--- config.mk ---
export PLATFORM = sky130hd
export DESIGN_NAME = uart_word_assembler_flat
export DESIGN_NICKNAME = d
export VERILOG_FILES = /design/src/rtl/uart_word_assembler_if.sv /design/src/rtl/uart_word_assembler.sv /design/src/flat_wrapper.sv
export SDC_FILE = /design/constraint.sdc
export NUM_CORES = 1
export LEC_CHECK = 0
export BUFFER_PORTS_ARGS = -buffer_cell sky130_fd_sc_hd__buf_2
export CAP_MARGIN = 20
export CORE_ASPECT_RATIO = 1.25
export CORE_MARGIN = 4
export CORE_UTILIZATION = 35
export DETAILED_ROUTE_END_ITERATION = 7
export SKIP_LAST_GASP = 1
export SLEW_MARGIN = 15
export SYNTH_ARGS = -nofsm -noshare
export SYNTH_HDL_FRONTEND = slang
export SYNTH_SLANG_ARGS = --single-unit
--- constraint.sdc ---
create_clock -name clock -period 4.1 [get_ports clock]
set_input_delay 0.205 -clock clock [delete_from_list [all_inputs] [get_ports clock]]
set_output_delay 0.205 -clock clock [all_outputs]
set_load 0.05 [all_outputs]
--- src/rtl/uart_word_assembler_if.sv ---
// rtl/uart_word_assembler_if.sv - UART byte/boot/runtime signal bundle for the word assembler
interface uart_word_assembler_if;
  logic        rx_ready;
  logic [7:0]  rdata;
  logic        tx_busy;
  logic        boot_we;
  logic [31:0] boot_addr;
  logic [31:0] boot_wd;
  logic        boot_done;
  logic        data_ready;
  logic [31:0] data;
  logic        tx_start;
  logic [7:0]  sdata;
  logic        length_error;

  // Driver side: UART receiver/transmitter environment.
  modport master (
    output rx_ready, rdata, tx_busy,
    input  boot_we, boot_addr, boot_wd, boot_done,
    input  data_ready, data, tx_start, sdata, length_error
  );

  // Assembler side.
  modport slave (
    input  rx_ready, rdata, tx_busy,
    output boot_we, boot_addr, boot_wd, boot_done,
    output data_ready, data, tx_start, sdata, length_error
  );
endinterface

--- src/rtl/uart_word_assembler.sv ---
// rtl/uart_word_assembler.sv - assembles UART bytes into words for boot loading and runtime data
module uart_word_assembler #(
  parameter logic [31:0] TIMEOUT_CYCLES = 32'd100000,
  parameter logic [31:0] BOOT_MAX_WORDS = 32'h5000
) (
  input logic                  clock,
  input logic                  reset,
  uart_word_assembler_if.slave bus
);

  typedef enum logic [1:0] {HEADER, LOAD, ACK, RUN} state_t;

  state_t      state;
  logic [1:0]  byte_cnt;
  logic [23:0] partial;
  logic [31:0] idle_cnt;
  logic [31:0] word_cnt;
  logic [31:0] length;
  logic        word_done;
  logic [31:0] word;

  // The 4th byte completes the word combinationally so the FSM can register it on the same edge.
  always_comb begin
    word_done = bus.rx_ready && (byte_cnt == 2'd3);
    word      = {bus.rdata, partial};
  end

  // Little-endian byte packing with an idle timeout that drops a stalled partial word.
  always_ff @(posedge clock) begin
    if (!reset) begin
      byte_cnt <= 2'd0;
      partial  <= 24'd0;
      idle_cnt <= 32'd0;
    end else if (bus.rx_ready) begin
      if (byte_cnt != 2'd3) begin
        partial[{byte_cnt, 3'b000} +: 8] <= bus.rdata;
      end
      byte_cnt <= byte_cnt + 2'd1;
      idle_cnt <= 32'd0;
    end else if (byte_cnt == 2'd0) begin
      idle_cnt <= 32'd0;
    end else if (idle_cnt + 32'd1 >= TIMEOUT_CYCLES) begin
      // Stale lanes need no clearing: each later byte overwrites its own lane.
      byte_cnt <= 2'd0;
      idle_cnt <= 32'd0;
    end else begin
      idle_cnt <= idle_cnt + 32'd1;
    end
  end

  // Boot protocol FSM: header length, program load, one-shot acknowledge, then runtime words.
  always_ff @(posedge clock) begin
    if (!reset) begin
      state            <= HEADER;
      word_cnt         <= 32'd0;
      length           <= 32'd0;
      bus.boot_we      <= 1'b0;
      bus.boot_addr    <= 32'd0;
      bus.boot_wd      <= 32'd0;
      bus.boot_done    <= 1'b0;
      bus.data_ready   <= 1'b0;
      bus.data         <= 32'd0;
      bus.tx_start     <= 1'b0;
      bus.sdata        <= 8'd0;
      bus.length_error <= 1'b0;
    end else begin
      bus.boot_we    <= 1'b0;
      bus.data_ready <= 1'b0;
      bus.tx_start   <= 1'b0;
      case (state)
        HEADER: begin
          if (word_done) begin
            word_cnt <= 32'd0;
            if (word == 32'd0) begin
              state <= ACK;
            end else if (word > BOOT_MAX_WORDS) begin
              bus.length_error <= 1'b1;
              length           <= BOOT_MAX_WORDS;
              state            <= (BOOT_MAX_WORDS == 32'd0) ? ACK : LOAD;
            end else begin
              length <= word;
              state  <= LOAD;
            end
          end
        end
        LOAD: begin
          if (word_done) begin
            bus.boot_we   <= 1'b1;
            bus.boot_addr <= word_cnt;
            bus.boot_wd   <= word;
            word_cnt      <= word_cnt + 32'd1;
            if (word_cnt == length - 32'd1) begin
              state <= ACK;
            end
          end
        end
        ACK: begin
          // Bytes keep flowing while the acknowledge waits; finished words are already runtime data.
          if (word_done) begin
            bus.data_ready <= 1'b1;
            bus.data       <= word;
          end
          if (!bus.tx_busy) begin
            bus.tx_start  <= 1'b1;
            bus.sdata     <= 8'hAA;
            bus.boot_done <= 1'b1;
            state         <= RUN;
          end
        end
        RUN: begin
          if (word_done) begin
            bus.data_ready <= 1'b1;
            bus.data       <= word;
          end
        end
        default: state <= HEADER;
      endcase
    end
  end

endmodule

--- src/flat_wrapper.sv ---
// flat-port wrapper written by rule: the top's interface ports become plain ports
module uart_word_assembler_flat 
#(
  parameter logic [31:0] TIMEOUT_CYCLES = 32'd100000,
  parameter logic [31:0] BOOT_MAX_WORDS = 32'h5000
)
  (clock, reset, bus_rx_ready, bus_rdata, bus_tx_busy, bus_boot_we, bus_boot_addr, bus_boot_wd, bus_boot_done, bus_data_ready, bus_data, bus_tx_start, bus_sdata, bus_length_error);
  uart_word_assembler_if bus_i ();
  input logic clock;
  input logic reset;
  input wire logic [$bits(bus_i.rx_ready)-1:0] bus_rx_ready;
  input wire logic [$bits(bus_i.rdata)-1:0] bus_rdata;
  input wire logic [$bits(bus_i.tx_busy)-1:0] bus_tx_busy;
  output wire logic [$bits(bus_i.boot_we)-1:0] bus_boot_we;
  output wire logic [$bits(bus_i.boot_addr)-1:0] bus_boot_addr;
  output wire logic [$bits(bus_i.boot_wd)-1:0] bus_boot_wd;
  output wire logic [$bits(bus_i.boot_done)-1:0] bus_boot_done;
  output wire logic [$bits(bus_i.data_ready)-1:0] bus_data_ready;
  output wire logic [$bits(bus_i.data)-1:0] bus_data;
  output wire logic [$bits(bus_i.tx_start)-1:0] bus_tx_start;
  output wire logic [$bits(bus_i.sdata)-1:0] bus_sdata;
  output wire logic [$bits(bus_i.length_error)-1:0] bus_length_error;
  assign bus_i.rx_ready = bus_rx_ready;
  assign bus_i.rdata = bus_rdata;
  assign bus_i.tx_busy = bus_tx_busy;
  assign bus_boot_we = bus_i.boot_we;
  assign bus_boot_addr = bus_i.boot_addr;
  assign bus_boot_wd = bus_i.boot_wd;
  assign bus_boot_done = bus_i.boot_done;
  assign bus_data_ready = bus_i.data_ready;
  assign bus_data = bus_i.data;
  assign bus_tx_start = bus_i.tx_start;
  assign bus_sdata = bus_i.sdata;
  assign bus_length_error = bus_i.length_error;
  uart_word_assembler #(.TIMEOUT_CYCLES(TIMEOUT_CYCLES), .BOOT_MAX_WORDS(BOOT_MAX_WORDS)) u_core (.clock(clock), .reset(reset), .bus(bus_i));
endmodule
# [Word-level counts from Yosys, hierarchy flattened]
# Cells that the tools add are included.
[word_totals] output_inout_bits=109 input_bits=12 register_bits=226
[op_classes] bitwise=3 add_sub_neg=5 reduce_logical=21 order_cmp=2 eq_ne=11 mux=16 n_shift=2
[op_table] operator="$mux W32" n=3
[op_table] operator="$add A32 B1 Y32 const B" n=2
[op_table] operator="$pmux W32 S2" n=1
[op_table] operator="$eq A32 B32 Y1" n=1
[op_table] operator="$ge A32 B17 Y1 const B" n=1
[op_table] operator="$gt A32 B15 Y1 const B" n=1
[op_table] operator="$logic_not A32 Y1" n=1
[op_table] operator="$sub A32 B1 Y32 const B" n=1
[op_table] operator="$bwmux W24" n=1
[op_table] operator="$shift A8 B7 Y24 const A" n=1
[op_table] operator="$shiftx A8 B7 Y24" n=1
[op_table] operator="$mux W2" n=8
[op_table] operator="$reduce_and A2 Y1" n=8
[op_table] operator="$neg A5 Y7" n=1
[op_table] operator="$eq A2 B2 Y1 const B" n=3
[op_table] operator="$ne A2 B1 Y1 const B" n=3
[op_table] operator="$ne A2 B2 Y1 const B" n=3
[op_table] operator="$pmux W2 S3" n=1
[op_table] operator="$reduce_and A3 Y1" n=2
[op_table] operator="$reduce_and A5 Y1" n=1
[op_table] operator="$logic_not A2 Y1" n=2
[op_table] operator="$reduce_and A4 Y1" n=1
[op_table] operator="$reduce_bool A2 Y1" n=2
[op_table] operator="$reduce_or A4 Y1" n=1
[op_table] operator="7 further kinds" n=10

# [Logic depth before layout (Yosys ltp)]
[depth] word_depth=5 depth_mapped=12 mapped_depth_nobuf=10

# [Least setup slack after synthesis]
# Ideal clock, no wire load.
[synth_timing] kind="flip-flop to flip-flop" startpoint="register u_core.idle_cnt[8]" endpoint="register u_core.idle_cnt[11]" n_path_buf=3 path_stages_with_launch=12 t_arrival_ns=2.999 setup_ns=0.063 t_required_ns=4.037 period_less_slack_ns=3.062 slack_ns=1.038 path_cell_list="dfxtp_1 -> buf_2 -> nand4_2 -> or4_4 -> or4_4 -> or4b_1 -> a21oi_1 -> o22ai_1 -> or3_1 -> buf_6 -> buf_12 -> nor2_4"
[synth_via] elab_chain_len=3
[synth_lines] element="from (decl)" line_no="uart_word_assembler.sv:16" text="logic [31:0] idle_cnt;"
[synth_lines] element="from (signal assigned)" line_no="uart_word_assembler.sv:47" text="idle_cnt <= idle_cnt + 32'd1;"
[synth_lines] element="$add A32 B1 Y32 (*)" line_no="uart_word_assembler.sv:42, uart_word_assembler.sv:47"
[synth_lines] element="$ge A32 B17 Y1" line_no="uart_word_assembler.sv:42" text="end else if (idle_cnt + 32'd1 >= TIMEOUT_CYCLES) begin"
[synth_lines] element="$reduce_or A4 Y1 (no line)"
# Mark *: on every way between the ends. The rest lies on a longest branch, timed or not.
# A chain may end at the register's enable or synchronous reset.

# [Final worst setup path]
[layout_timing] startpoint="register u_core.idle_cnt[7]" endpoint="register u_core.idle_cnt[9]"
# Same word-level chain as after synthesis.

==> flow_summary.yaml <==
cts:
  cts_buffers: 23
  cts.reportedPaths.clkPinSlew_ps: 60
  cts_sinks: 225
  insertion_delay_ps: 510
  postCtsSetupRepairBufs: 0
  clk_path_buf_depth: 3
  root_buffer: "clkbuf_16"
  htree_levels: 1
  cts_tree: "built"
finish:
  fin_util: 0.418
  fillers: 2785
  seq_area_um2: 4500
  antenna_cells: 0
  multiInputGateArea_um2: 5090
  drive_gt1_frac: 0.152
  area_growth_pct: 16.9
  nNetsFinal: 1319
  stdcell_area_um2: 11600
grt:
  first_global_vias: 8154
  track_usage: 0.158
  grt_max_degree: 87
  antenna_found_initial: 0
  grt_pass1_wl_mm: 42.2
  grt_overflow: 0
synth:
  ys_seq_area_frac: 0.453
  ys_types: 67
  yosysTopAreaCellShare: 0.453
  synth.area.top_cells: "dfxtp_1 (45%), nand2_1 (8.8%), a21oi_1 (5.7%)"
  synth-edff-count: 0
  synth_area_um2: 9940
  synth_top_flop_cell: "dfxtp_1"
  syn_avg_cell_area_um2: 8.33
  async_flop_share: 0
  synth_top_area_cell: "dfxtp_1"
  syn_inst: 1194
  ys_seq_elements: 225
  yosysMostFrequentCell: "nand2_1"
  netlist_top_cells_count: "nand2_1 (233), dfxtp_1 (225), a21oi_1 (113)"
  ys_warn_count: 0
placement:
  dpl.hpwl_mm: 17.6
  postPlaceCellArea_um2: 10800
  gp_congestion: 0.835
  io_buffers: 116
  post-place-ws_ps: 820
pwr:
  p_leak_nw: 4.56
  p_per_area_nw_per_um2: 407
  irDropWorstVdd_mv: 0.292
worst_hold_path:
  hold_class: "in2reg"
timing:
  rsz0062_at_grt: "no"
  fmax_ghz: 0.304
  final-max-slew-violation-count: 0
  setup_violations: 0
  fin_ws_ps: 814
  finClkSkew_ps: 16.0
  tightestPinTransition_ps: 932
  period_share: 0.801
  period_minus_slack_ps: 3290
  hold_viol: 0
  setup_tns_ps: 0
  slew_headroom: 0.379
drt:
  wl_mm: 25.7
  vias: 8575
  top_layer: "met4"
  wl_met3_mm: 1.21
  routedWlPerCell_um: 15.5
  ant_nets: 0
  drt_iter0_drc: 495
  vias_per_cell: 5.17
  drc: 0
  wl_met2_mm: 11.9
  first_pass_iters: 5
  wl_met1_mm: 12.0
job:
  maxCapViolations: 0
worst_setup_path:
  critPathRequiredTime_ps: 4540
  end_kind: "flop"
  path_cells: "nand4_2 > or4_4 > or4_4 > or4b_1 > a21oi_1 > o22ai_1 > or3_1 > buf_4 > nor2_1"
  crit_path_frequent_cell: "or4_4"
  path_class: "reg2reg"
  start_kind: "flop"
  critPathMaxFanout: 16
  cp.arrival_ps: 3720
  cp_slowest_cell: "or4_4"
  slowest_delay_ps: 560
die:
  die_area_um2: 31200
  die_w_um: 159
  io_pins: 121
  coreArea_um2: 27800
  die-height_um: 196
  rows: 68
  start_util: 0.357
run_status:
  outcome: "finished, final reports clean"
cell usage in the layout (no fill, tap or decap), drive strengths merged, types with 12 or more instances in the layout:
master / count
nand2: 233
dfxtp: 225
buf: 130
nor2: 115
a21oi: 113
xnor2: 48
xor2: 40
a22oi: 36
and3: 35
nand3: 34
nor4: 27
clkbuf: 27
inv: 23
nor3: 20
nand4: 20
conb: 19
o21ai: 17
ha: 14
or3: 12
repair_timing:
action / in CTS / in global routing
hold buffers: 2 / 0
endpoints found under the hold margin: 3 / 0
resized for setup: 0 / 0
setup endpoints to repair: 0 / 0
cell type report:
| class | count | share of cell area |
|---|---|---|
| clock inverter | 14 | 0.0158 |
| clock buffer | 27 | 0.0534 |
| timing repair buffer | 132 | 0.0607 |
| tap | 350 | 0.0377 |
| multi-input combinational | 889 | 0.438 |
| sequential | 225 | 0.388 |
| inverter | 22 | 0.00732 |
per-stage QoR:
stage                     instances  hold slack (ps)  power (mW)
after floorplan                1212              341        2.48
after global placement         1616              439        2.55
after detailed placement       1616              443        2.55
after CTS                      1659             6.96        4.80
after global routing           1659             13.0        4.91
final                          1659             33.2        4.73
cell families after synthesis:
group	share of synthesized area
AND/OR/NAND/NOR	0.263
flip-flops	0.453
AO/OA/AOI/OAI	0.140
buffers and inverters	0.0434
XOR/XNOR	0.0775
adder cells (fa/ha/maj)	0.0176
multiplexers	0.00516
other	0.000377
report_power, final:
part / internal (mW) / switching [mW]
registers: 2.21 / 0.0329
clock network: 1.34 / 0.887
logic: 0.0781 / 0.182
flip-flops by register name, summed over array words and instances, names as in the netlist:
signal                   cells
u_core.bus.boot_done         1
u_core.bus.boot_we           1
u_core.length               32
u_core.partial              24
u_core.word_cnt             32
u_core.bus.length_error      1
u_core.bus.boot_addr        32
u_core.state                 2
u_core.bus.boot_wd          32
u_core.bus.data             32
u_core.bus.data_ready        1
u_core.bus.tx_start          1
u_core.byte_cnt              2
u_core.idle_cnt             32
path summary, 6_finish.rpt:
kind / start / endpoint / slack, ps / cells past startpoint
setup / recovery: u_core.idle_cnt[7] / u_core.idle_cnt[9] / 810 / 9
hold / removal: bus_rdata[5] / u_core.bus.data[29] / 30 / 3
setup reg to reg: u_core.idle_cnt[7] / u_core.idle_cnt[9] / 810 / 9
hold reg to reg: u_core.bus.boot_addr[5] / u_core.bus.boot_addr[5] / 450 / 2
metal layers:
layer | GRT usage | up-vias
met2 | 0.267 | 186
met5 | 0 | -
li1 | - | 4302
met1 | 0.211 | 4049
met4 | 0.0418 | 0
met3 | 0.0278 | 38
worst max-delay path, delay by kind of cell (launching register included):
kind                   cells  cell delay, ps
AND/OR/NAND/NOR            6            2200
flip-flops                 1             500
AO/OA/AOI/OAI              2             270
buffers and inverters      1             250
(Power assumes the default switching activity.)
